<file path="src/rtl/game_pkg.sv">
// Shared state codes, question ROM and BCD/LFSR helpers for the factorization game.
package game_pkg;

    localparam logic [3:0] CODE_IDLE    = 4'd0;
    localparam logic [3:0] CODE_LOAD    = 4'd1;
    localparam logic [3:0] CODE_INPUT   = 4'd2;
    localparam logic [3:0] CODE_JUDGE   = 4'd3;
    localparam logic [3:0] CODE_CORRECT = 4'd4;
    localparam logic [3:0] CODE_WRONG   = 4'd5;
    localparam logic [3:0] CODE_TIMEOUT = 4'd6;
    localparam logic [3:0] CODE_FINISH  = 4'd7;

    typedef enum logic [3:0] {
        ST_IDLE    = CODE_IDLE,
        ST_LOAD    = CODE_LOAD,
        ST_INPUT   = CODE_INPUT,
        ST_JUDGE   = CODE_JUDGE,
        ST_CORRECT = CODE_CORRECT,
        ST_WRONG   = CODE_WRONG,
        ST_TIMEOUT = CODE_TIMEOUT,
        ST_FINISH  = CODE_FINISH
    } state_t;

    // Every entry is a product of two primes; index 0 is never produced by the LFSR.
    function automatic logic [23:0] q_rom(input logic [3:0] idx);
        case (idx)
            4'd1:    q_rom = 24'h000221;
            4'd2:    q_rom = 24'h000323;
            4'd3:    q_rom = 24'h000143;
            4'd4:    q_rom = 24'h000437;
            4'd5:    q_rom = 24'h000899;
            4'd6:    q_rom = 24'h001147;
            4'd7:    q_rom = 24'h001517;
            4'd8:    q_rom = 24'h001763;
            4'd9:    q_rom = 24'h000667;
            4'd10:   q_rom = 24'h002021;
            4'd11:   q_rom = 24'h002491;
            4'd12:   q_rom = 24'h003127;
            4'd13:   q_rom = 24'h003599;
            4'd14:   q_rom = 24'h004087;
            4'd15:   q_rom = 24'h004757;
            default: q_rom = 24'h000000;
        endcase
    endfunction

    function automatic logic [3:0] lfsr_next(input logic [3:0] q);
        lfsr_next = {q[2:0], q[3] ^ q[2]};
    endfunction

    function automatic logic [3:0] bcd_inc_sat(input logic [3:0] d);
        bcd_inc_sat = (d >= 4'd9) ? 4'd9 : d + 4'd1;
    endfunction

    // Two-digit BCD decrement that holds at 00.
    function automatic logic [7:0] bcd_dec2(input logic [7:0] v);
        if (v == 8'h00)
            bcd_dec2 = 8'h00;
        else if (v[3:0] == 4'd0)
            bcd_dec2 = {v[7:4] - 4'd1, 4'd9};
        else
            bcd_dec2 = {v[7:4], v[3:0] - 4'd1};
    endfunction

endpackage

</file>
<file path="src/rtl/bcd_down_timer.sv">
// Two-digit BCD countdown with synchronous load and per-tick decrement.
module bcd_down_timer (
    input  logic       clk,
    input  logic       rst,
    input  logic       load,
    input  logic [3:0] load_tens,
    input  logic [3:0] load_ones,
    input  logic       tick,
    output logic [3:0] tens,
    output logic [3:0] ones,
    output logic       zero
);
    import game_pkg::*;

    logic [7:0] count;
    logic [7:0] count_dec;

    assign count_dec = bcd_dec2(count);

    always_ff @(posedge clk) begin
        if (rst)
            count <= 8'h00;
        else if (load)
            count <= {load_tens, load_ones};
        else if (tick)
            count <= count_dec;
    end

    assign tens = count[7:4];
    assign ones = count[3:0];
    // Flags the tick that lands on 00 so the caller can react in that same cycle.
    assign zero = tick && (count != 8'h00) && (count_dec == 8'h00);

endmodule

</file>
<file path="src/rtl/game_sequencer.sv">
// Game controller: picks questions, runs the per-question timer, judges answers and keeps score.
module game_sequencer #(
    parameter int         TICK_DIV    = 50000000,
    parameter int         TIME_LIMIT  = 30,
    parameter int         RESULT_HOLD = 100000000,
    parameter int         NUM_Q       = 5,
    parameter logic [3:0] LFSR_SEED   = 4'h1
) (
    input  logic        CLK,
    input  logic        RST,
    input  logic        START,
    input  logic        DEC,
    input  logic        QUE_OK,
    output logic [3:0]  STATE,
    output logic [23:0] QUESTION,
    output logic        CLR,
    output logic [3:0]  TIME_TENS,
    output logic [3:0]  TIME_ONES,
    output logic [3:0]  SCORE,
    output logic [3:0]  Q_NUM,
    output logic        LED_OK,
    output logic        LED_NG
);
    import game_pkg::*;

    localparam int PW = (TICK_DIV > 1) ? $clog2(TICK_DIV) : 1;
    localparam int HW = (RESULT_HOLD > 1) ? $clog2(RESULT_HOLD) : 1;
    localparam logic [3:0] LIM_TENS = 4'(TIME_LIMIT / 10);
    localparam logic [3:0] LIM_ONES = 4'(TIME_LIMIT % 10);

    state_t        state, next_state;
    logic [23:0]   question;
    logic          clr;
    logic [3:0]    score;
    logic [3:0]    q_num;
    logic          led_ok, led_ng;
    logic [3:0]    lfsr;
    logic [PW-1:0] prescaler;
    logic [HW-1:0] hold;
    logic          presc_wrap, tick, timer_zero, hold_done, last_q, in_result, start_ok;

    assign presc_wrap = (prescaler == PW'(TICK_DIV - 1));
    assign tick       = (state == ST_INPUT) && presc_wrap;
    assign hold_done  = (hold == HW'(RESULT_HOLD - 1));
    assign last_q     = (q_num == 4'(NUM_Q));
    assign in_result  = (state == ST_CORRECT) || (state == ST_WRONG) || (state == ST_TIMEOUT);
    assign start_ok   = START && ((state == ST_IDLE) || (state == ST_FINISH));

    bcd_down_timer u_timer (
        .clk       (CLK),
        .rst       (RST),
        .load      (state == ST_LOAD),
        .load_tens (LIM_TENS),
        .load_ones (LIM_ONES),
        .tick      (tick),
        .tens      (TIME_TENS),
        .ones      (TIME_ONES),
        .zero      (timer_zero)
    );

    always_ff @(posedge CLK) begin
        if (RST)
            state <= ST_IDLE;
        else
            state <= next_state;
    end

    always_comb begin
        next_state = state;
        case (state)
            ST_IDLE, ST_FINISH: if (START) next_state = ST_LOAD;
            ST_LOAD:            next_state = ST_INPUT;
            // A decide press outranks the final timer tick landing in the same cycle.
            ST_INPUT: begin
                if (DEC)
                    next_state = ST_JUDGE;
                else if (timer_zero)
                    next_state = ST_TIMEOUT;
            end
            ST_JUDGE:           next_state = QUE_OK ? ST_CORRECT : ST_WRONG;
            ST_CORRECT, ST_WRONG, ST_TIMEOUT: begin
                if (hold_done)
                    next_state = last_q ? ST_FINISH : ST_LOAD;
            end
            default:            next_state = ST_IDLE;
        endcase
    end

    always_ff @(posedge CLK) begin
        if (RST) begin
            question  <= 24'h000000;
            clr       <= 1'b0;
            score     <= 4'd0;
            q_num     <= 4'd0;
            led_ok    <= 1'b0;
            led_ng    <= 1'b0;
            lfsr      <= LFSR_SEED;
            prescaler <= '0;
            hold      <= '0;
        end else begin
            clr    <= (next_state == ST_LOAD);
            led_ok <= (next_state == ST_CORRECT);
            led_ng <= (next_state == ST_WRONG) || (next_state == ST_TIMEOUT);

            if (start_ok) begin
                score <= 4'd0;
                q_num <= 4'd0;
            end

            if (state == ST_LOAD) begin
                question  <= q_rom(lfsr);
                lfsr      <= lfsr_next(lfsr);
                q_num     <= q_num + 4'd1;
                prescaler <= '0;
            end else if (state == ST_INPUT) begin
                prescaler <= presc_wrap ? '0 : prescaler + 1'b1;
            end

            if ((state == ST_JUDGE) && QUE_OK)
                score <= bcd_inc_sat(score);

            if (in_result)
                hold <= hold_done ? '0 : hold + 1'b1;
            else
                hold <= '0;
        end
    end

    assign STATE    = state;
    assign QUESTION = question;
    assign CLR      = clr;
    assign SCORE    = score;
    assign Q_NUM    = q_num;
    assign LED_OK   = led_ok;
    assign LED_NG   = led_ng;

endmodule

</file>
<file path="config.mk">
export PLATFORM = sky130hd
export DESIGN_NAME = game_sequencer
export DESIGN_NICKNAME = d
export VERILOG_FILES = /design/src/rtl/game_pkg.sv /design/src/rtl/bcd_down_timer.sv /design/src/rtl/game_sequencer.sv
export SDC_FILE = /design/constraint.sdc
export NUM_CORES = 1
export LEC_CHECK = 0
export CAP_MARGIN = 20
export CORE_UTILIZATION = 30
export DETAILED_ROUTE_END_ITERATION = 16
export GPL_TIMING_DRIVEN = 0
export HOLD_SLACK_MARGIN = 0.08
export MAX_ROUTING_LAYER = met4
export PLACE_DENSITY = 0.54
export SLEW_MARGIN = 15
export SYNTH_ARGS = -nofsm -noshare
export SYNTH_HDL_FRONTEND = slang
export SYNTH_HIERARCHICAL = 1
export SYNTH_SLANG_ARGS = --single-unit
</file>
<file path="constraint.sdc">
create_clock -name CLK -period 2.75 [get_ports CLK]
set_input_delay 0.55 -clock CLK [delete_from_list [all_inputs] [get_ports CLK]]
set_output_delay 0.55 -clock CLK [all_outputs]
set_load 0.05 [all_outputs]
</file>
# Yosys cells after proc, flatten, opt, wreduce, memory -nomap -nowiden
# Memories as Yosys holds them, arrays and structs flattened. A register that Yosys moved wholly into a read port is not among the register bits.
# Index checks and enable logic that the tools add are counted.
dict set report totals {
  regBits 104
  rom_bits 240
  input_bits 5
  mem_count 1
  output_inout_bits 47
  word_cells 73
}
# name depth word_bits rd rd_ports_with_merged_regs wr line
set mem_list {}
lappend mem_list {{(no name shown)} 16 15 1 1 0 game_pkg.sv:26} ;# case (idx)
dict set report op_classes {
  magnitude_cmp 1
  eq_ne 14
  add_sub_neg 6
  reduce_logical 21
  mux 16
  n_bitwise 2
}
# operator n
set ops {}
lappend ops {{4-bit by 3-bit == test with 1-bit output, second input constant} 8}
lappend ops {{4-bit 2-to-1 mux} 8}
lappend ops {{27-bit by 1-bit adder with 27-bit output, second input constant} 1}
lappend ops {{27-bit == test, second input constant} 1}
lappend ops {{26-bit by 1-bit adder with 26-bit output, second input constant} 1}
lappend ops {{26-bit == test, second input constant} 1}
lappend ops {{26-bit 2-to-1 mux} 1}
lappend ops {{4-bit case mux with 5 select lines} 1}
lappend ops {{8-bit zero test} 2}
lappend ops {{8-bit 2-to-1 mux} 2}
lappend ops {{6-bit 2-to-1 mux} 2}
lappend ops {{4-bit by 1-bit adder with 4-bit output, second input constant} 2}
lappend ops {{4-bit by 1-bit == test with 1-bit output, second input constant} 2}
lappend ops {{4-bit by 2-bit == test with 1-bit output, second input constant} 2}
lappend ops {{4-bit zero test} 2}
lappend ops {{8-bit nonzero test} 1}
lappend ops {{4-bit by 1-bit subtractor with 4-bit output, second input constant} 2}
lappend ops {{2-bit nonzero test} 3}
lappend ops {{3-bit OR reduction} 2}
lappend ops {{1-bit logical AND} 5}
lappend ops {{4-bit greater-or-equal comparator, second input constant} 1}
lappend ops {{1-bit logical OR} 4}
lappend ops {{2-bit OR reduction} 2}
lappend ops {{3-bit 2-to-1 mux} 1}
lappend ops {{3 further kinds} 3}

# Longest topological paths before layout
dict set report logic_depth {
  depth_word 10
  mapped_depth 12
  ltp_nobuf 11
}

# Hierarchy
# The synthesis kept the hierarchy.
# mod n_inst area_each_um2 cells_per_inst seq_area_each_um2
set modules_own_cells {}
lappend modules_own_cells {game_sequencer 1 4242.8 502 1741.7}
lappend modules_own_cells {bcd_down_timer 1 626.9 81 160.2}

# Worst setup path after synthesis
# OpenSTA, ideal clock, no wires.
dict set report synth_path {
  path_type {register -> register}
  from {reg u_timer.count[0]}
  to {reg led_ok (netlist: LED_OK)}
  synth_period_minus_slack_ns 2.742
  path_slack_ns 0.008
  setup_ns 0.059
  stages_incl_launch_ff 12
  arrival_time_ns 2.683
  path_buffers 0
  required_time_ns 2.691
  path_cell_list {dfxtp_1 inv_1 ha_1 or3b_4 a2111oi_4 nor3_1 nor4_2 nor3b_1 o21ai_0 o21ai_0 nor2b_1 and3b_2}
}
dict set report synth_via {
  elab_chain_cells 9
  elab_cells_between_ends 13
  classes_between {1 x add/sub; 1 x eq/ne; 5 x mux; 6 x reduce/logical}
}
# item line
set synth_rtl {}
lappend synth_rtl {{start: declaration} bcd_down_timer.sv:15} ;# logic [7:0] count;
lappend synth_rtl {{start signal: assignment} bcd_down_timer.sv:24} ;# count <= {load_tens, load_ones};
lappend synth_rtl {{start signal: assignment} bcd_down_timer.sv:26} ;# count <= count_dec;
lappend synth_rtl {{4-bit by 1-bit subtractor with 4-bit output or 4-bit zero test (tied branches)} {game_pkg.sv:61, game_pkg.sv:58}}
lappend synth_rtl {{8-bit 2-to-1 mux} game_pkg.sv:58} ;# else if (v[3:0] == 4'd0)
lappend synth_rtl {{8-bit 2-to-1 mux} game_pkg.sv:56} ;# if (v == 8'h00)
lappend synth_rtl {{8-bit zero test} bcd_down_timer.sv:32} ;# assign zero = tick && (count != 8'h00) && (count_dec == 8'h00);
lappend synth_rtl {{1-bit logical AND *} bcd_down_timer.sv:32}
lappend synth_rtl {{named net timer_zero} game_sequencer.sv:40} ;# logic presc_wrap, tick, timer_zero, hold_done, last_q, in_result, start_ok;
lappend synth_rtl {{4-bit 2-to-1 mux *} game_sequencer.sv:77} ;# else if (timer_zero)
lappend synth_rtl {{4-bit 2-to-1 mux *} game_sequencer.sv:75} ;# if (DEC)
lappend synth_rtl {{4-bit case mux with 5 select lines *} game_sequencer.sv:70} ;# case (state)
lappend synth_rtl {{4-bit by 3-bit == test with 1-bit output *} game_sequencer.sv:102} ;# led_ok <= (next_state == ST_CORRECT);
lappend synth_rtl {{end signal: assignment} game_sequencer.sv:102}
lappend synth_rtl {{end: declaration} game_sequencer.sv:36} ;# logic led_ok, led_ng;
# Mark *: on every way through the listed nets, which the timed path passes. The rest lies on a longest branch.
# A chain may end at the register's enable or synchronous reset.

# Worst setup path after layout
dict set report layout_path {
  from {reg prescaler[10]}
  to {reg led_ok (netlist: LED_OK)}
}
dict set report layout_via {
  elab_chain_cells 8
}
# item line
set layout_rtl {}
lappend layout_rtl {{start: declaration} game_sequencer.sv:38} ;# logic [PW-1:0] prescaler;
lappend layout_rtl {{start signal: assignment} game_sequencer.sv:116} ;# prescaler <= presc_wrap ? '0 : prescaler + 1'b1;
lappend layout_rtl {{26-bit == test} game_sequencer.sv:42} ;# assign presc_wrap = (prescaler == PW'(TICK_DIV - 1));
lappend layout_rtl {{1-bit logical AND} game_sequencer.sv:43} ;# assign tick = (state == ST_INPUT) && presc_wrap;
lappend layout_rtl {{named net tick} game_sequencer.sv:40}
lappend layout_rtl {{1-bit logical AND (2 in a row)} bcd_down_timer.sv:32}
lappend layout_rtl {{named net timer_zero} game_sequencer.sv:40}
lappend layout_rtl {{4-bit 2-to-1 mux} game_sequencer.sv:77}
lappend layout_rtl {{4-bit 2-to-1 mux} game_sequencer.sv:75}
lappend layout_rtl {{4-bit case mux with 5 select lines} game_sequencer.sv:70}
lappend layout_rtl {{4-bit by 3-bit == test with 1-bit output} game_sequencer.sv:102}
# The timed path passes the listed nets, and every way through them passes these cells.

==> metrics.md <==
| Metric | Value |
|---|---|
| Register bit count reported by yosys | `between 90 and 100` |
| Clk_lat worst skew | `about 0.34 ns` |
| Worst-margin pin slew | `0.589 ns` |
| Hold Path Stages | `2` |
| Final HPWL DP | `a little over 8 mm` |
| Hold Crit Endpoint | `QUESTION[5]$_SDFFE_PP0P_` |
| Slew Viols, Final | `0` |
| Fmax | `389 MHz` |
| Largest family of logic cells by synthesized area | `simple AND/OR/NAND/NOR gates` |
| Warnings, synthesis | `21` |
| Clock H-tree levels | `3` |
| CTS Hold Buffers Added | `0` |
| RSZ-0062 raised after global routing | `false` |
| R2r endpoint | `LED_OK$_SDFF_PP0_` |
| Crit path DAT | `2.86 ns` |
| Cell leakage power | `2.13 nW` |
| Synth cell types | `59` |
| Crit path max-delay cell type | `or4_4` |
| N_diodes | `0` |
| CTS buffer count | `9` |
| Post-DRT Antenna Nets | `0` |
| Gr usage total | `14.6%` |
| Largest net degree at the start of global routing | `16` |
| Clock skew after layout | `slightly below 0.008 ns` |
| Initial Util | `30.7%` |
| HP Start | `QUESTION[5]$_SDFFE_PP0P_` |
| Nets | `a little under 700` |
| Final-report hold violation count | `0` |
| Die width | `129 um` |
| Number of top-level pins | `between 50 and 60` |
| CP startpoint kind | `flip-flop` |
| Root buf cell | `clkbuf_16` |
| Worst flop-to-flop path startpoint | `prescaler[10]$_SDFFE_PP0P_` |
| Post-route DRC | `0` |
| Synth async-reset ratio | `0%` |
| Minimum clock period | `2.57 ns` |
| # Max-Cap Violations | `0` |
| Fraction of layout cells with a size suffix above 1 | `11.5%` |
| Row count | `46` |
| Die Span Y | `~130 um` |
| Mux share of post-synthesis cell area | `1.23%` |
| Final period utilization | `93.6%` |
| RePlAce Congestion | `0.798` |
| Crit path largest cell delay | `0.55 ns` |
| XOR/XNOR Fraction of Synth Area | `9.35%` |
| Post-Route WL | `11.1 mm` |
| PD cells | `roughly 500 nW/um^2` |
| Via density per instance | `4.65` |
| Die ar. | `16700 um^2` |
| Synth Area in Compound Gates | `9.28%` |
| Clock Tree Buf Depth | `2` |
| Post-Syn Area per Cell | `8.35 um^2` |
| IO buf count | `41` |
| Sequential-to-total area share from yosys stat | `39.1%` |
| Final WS setup | `approximately 0.18 ns` |
| Tot Pwr | `3.02 mW` |
| Syn-to-layout area delta | `25.2%` |
| Commonest non-fill, non-tap cell in the layout | `nor2_1` |
| Normalized max-slew margin | `between 60% and 70%` |
| TritonCTS Sinks | `95` |
| Simple-gate share of the synthesized area | `29.7%` |
| CP Capture Type | `flip-flop` |
| Vias in the first global route | `3992` |
| Commonest cells after routing, fill and taps aside | `nor2_1 (94), dfxtp_1 (92), nand2_1 (43)` |
| Avg WL per Cell | `12.6 um` |
| Syn Std Cell Area | `4870 um^2` |
| Clock transition at path regs | `0.07 ns` |
| Via count | `4090` |
| Congestion Overflow GR | `0` |
| EDFF count, synth | `0` |
| # setup viols final | `0` |
| Worst Path Max Fanout | `3` |
| CP Class | `reg -> reg` |
| Reg2Reg Depth | `10` |
| Drt first pass iters | `4` |
| Core footprint | `15900 um^2` |
| Crit path required time | `between 3 and 4 ns` |
| CP Cell Sequence | `or4_4 -> nor4_4 -> and4_4 -> nand4_1 -> nor4_4 -> nor3b_2 -> o21ai_1 -> o21ai_1 -> nor2b_4 -> and3b_2` |
| Peak supply drop | `0.307 mV` |
| Min-Delay Path Class | `reg -> reg` |
| Adder-cell share of the synthesized area | `4.88%` |
| Outcome | `complete, no violations` |
| Global-route wire length before repair | `about 19 mm` |
| Initial antenna violation count | `0` |
| Fill cell count | `1652` |
| R2R Setup Slk | `0.18 ns` |
| DR iter-0 viols | `228` |
| Synth Instances | `just under 600` |
| Pre-CTS setup slack | `-0.437 ns` |
| Dominant synthesized flop cell | `dfxtp_1` |
| CTS tree | `done` |
-- through the flow --
stage	TNS [ns]	util (%)	hold slack (ns)	instances	cell area, um^2
3_3_place_gp	-0.995	35.3	0.443	856	5610
4_1_cts	0	37.9	0.461	876	6020
6_report	0	38.4	0.456	879	6090
3_5_place_dp	-1.26	35.3	0.447	856	5610
2_1_floorplan	0	-	0.430	599	4930
5_1_grt	0	38.4	0.478	879	6090
-- flip-flops by register name, indices dropped and copies added (netlist names) --
| name | count |
|---|---|
| lfsr | 4 |
| QUESTION | 15 |
| hold | 27 |
| prescaler | 26 |
| Q_NUM | 4 |
| u_timer/count | 8 |
| LED_NG | 1 |
| STATE | 4 |
| CLR | 1 |
| SCORE | 4 |
| LED_OK | 1 |
-- cell type report --
class | instances | area (um^2) | area share, %
Multi-Input combinational cell | 436 | 2800 | 45.9
Sequential cell | 95 | 1910 | 31.3
Timing Repair Buffer | 51 | 485 | 7.97
Tap cell | 216 | 270 | 4.43
Clock buffer | 11 | 253 | 4.15
Buffer | 35 | 184 | 3.02
Inverter | 30 | 113 | 1.85
Clock inverter | 5 | 80.1 | 1.31
-- report_power, final --
group | total [mW] | leakage (nW) | internal (mW) | switching [mW]
sequential | 1.41 | 0.769 | 1.39 | 0.0183
combinational | 0.241 | 1.21 | 0.0807 | 0.160
clock | 1.38 | 0.158 | 0.845 | 0.532
total | 3.02 | 2.13 | 2.31 | 0.710
-- worst max path at each step --
stage	start	end	slack [ns]	cells past startpoint
detailed placement	STATE[3]$_SDFF_PP0_	LED_OK$_SDFF_PP0_	-0.44	11
CTS	u_timer/count[1]$_SDFFE_PP0P_	LED_OK$_SDFF_PP0_	0.01	11
floorplan	u_timer/count[0]$_SDFFE_PP0P_	LED_OK$_SDFF_PP0_	0.008	11
finish	prescaler[10]$_SDFFE_PP0P_	LED_OK$_SDFF_PP0_	0.18	10
global route	u_timer/count[1]$_SDFFE_PP0P_	LED_OK$_SDFF_PP0_	0.007	11
global placement	STATE[3]$_SDFF_PP0_	LED_OK$_SDFF_PP0_	-0.39	11
-- cell families after synthesis --
| logic type | after synthesis |
|---|---|
| fa+ha+maj | 19 |
| mux | 6 |
| buf+inv | 68 |
| other cells | 2 |
| xor+xnor | 52 |
| flops | 95 |
| compound gates | 68 |
| simple gates | 273 |
-- critical path: cells and delay by family, from the launching register on --
kind / cells / cell delay, ns
AO/OA/AOI/OAI: 2 / 0.21
flip-flops: 1 / 0.34
AND/OR/NAND/NOR: 8 / 1.96
-- synth_stat cells (all sizes together), types with 7 or more instances --
master,number,area [um^2]
nor3,28,140
nor4,9,93.8
ha,19,238
nor2,94,353
o21ai,14,73.8
nor2b,7,43.8
dfxtp,95,1900
nand4,16,115
a211oi,8,60.1
a21oi,25,125
xnor2,24,210
and3,11,68.8
buf,25,148
nand3,22,115
nand2,43,161
xor2,28,245
or3,7,48.8
inv,29,109
clkbuf,13,48.8
-- layer usage --
layer | part of all wire, % | vias to the layer above | routed length (um) | global-route usage (%)
met5 | 0 | - | 0 | -
met1 | 47 | 1889 | 5240 | 18.1
met3 | 4.1 | 21 | 459 | 2.89
met2 | 46 | 70 | 5160 | 22.8
li1 | - | 2110 | - | -
met4 | 2.3 | 0 | 257 | 6.92
-- timing repair --
item,4_1_cts,5_1_grt
endpoints found under the setup margin,5,6
setup buffers,5,5
gates resized for setup,12,13
pin swaps,4,5
(Power assumes the default switching activity.)
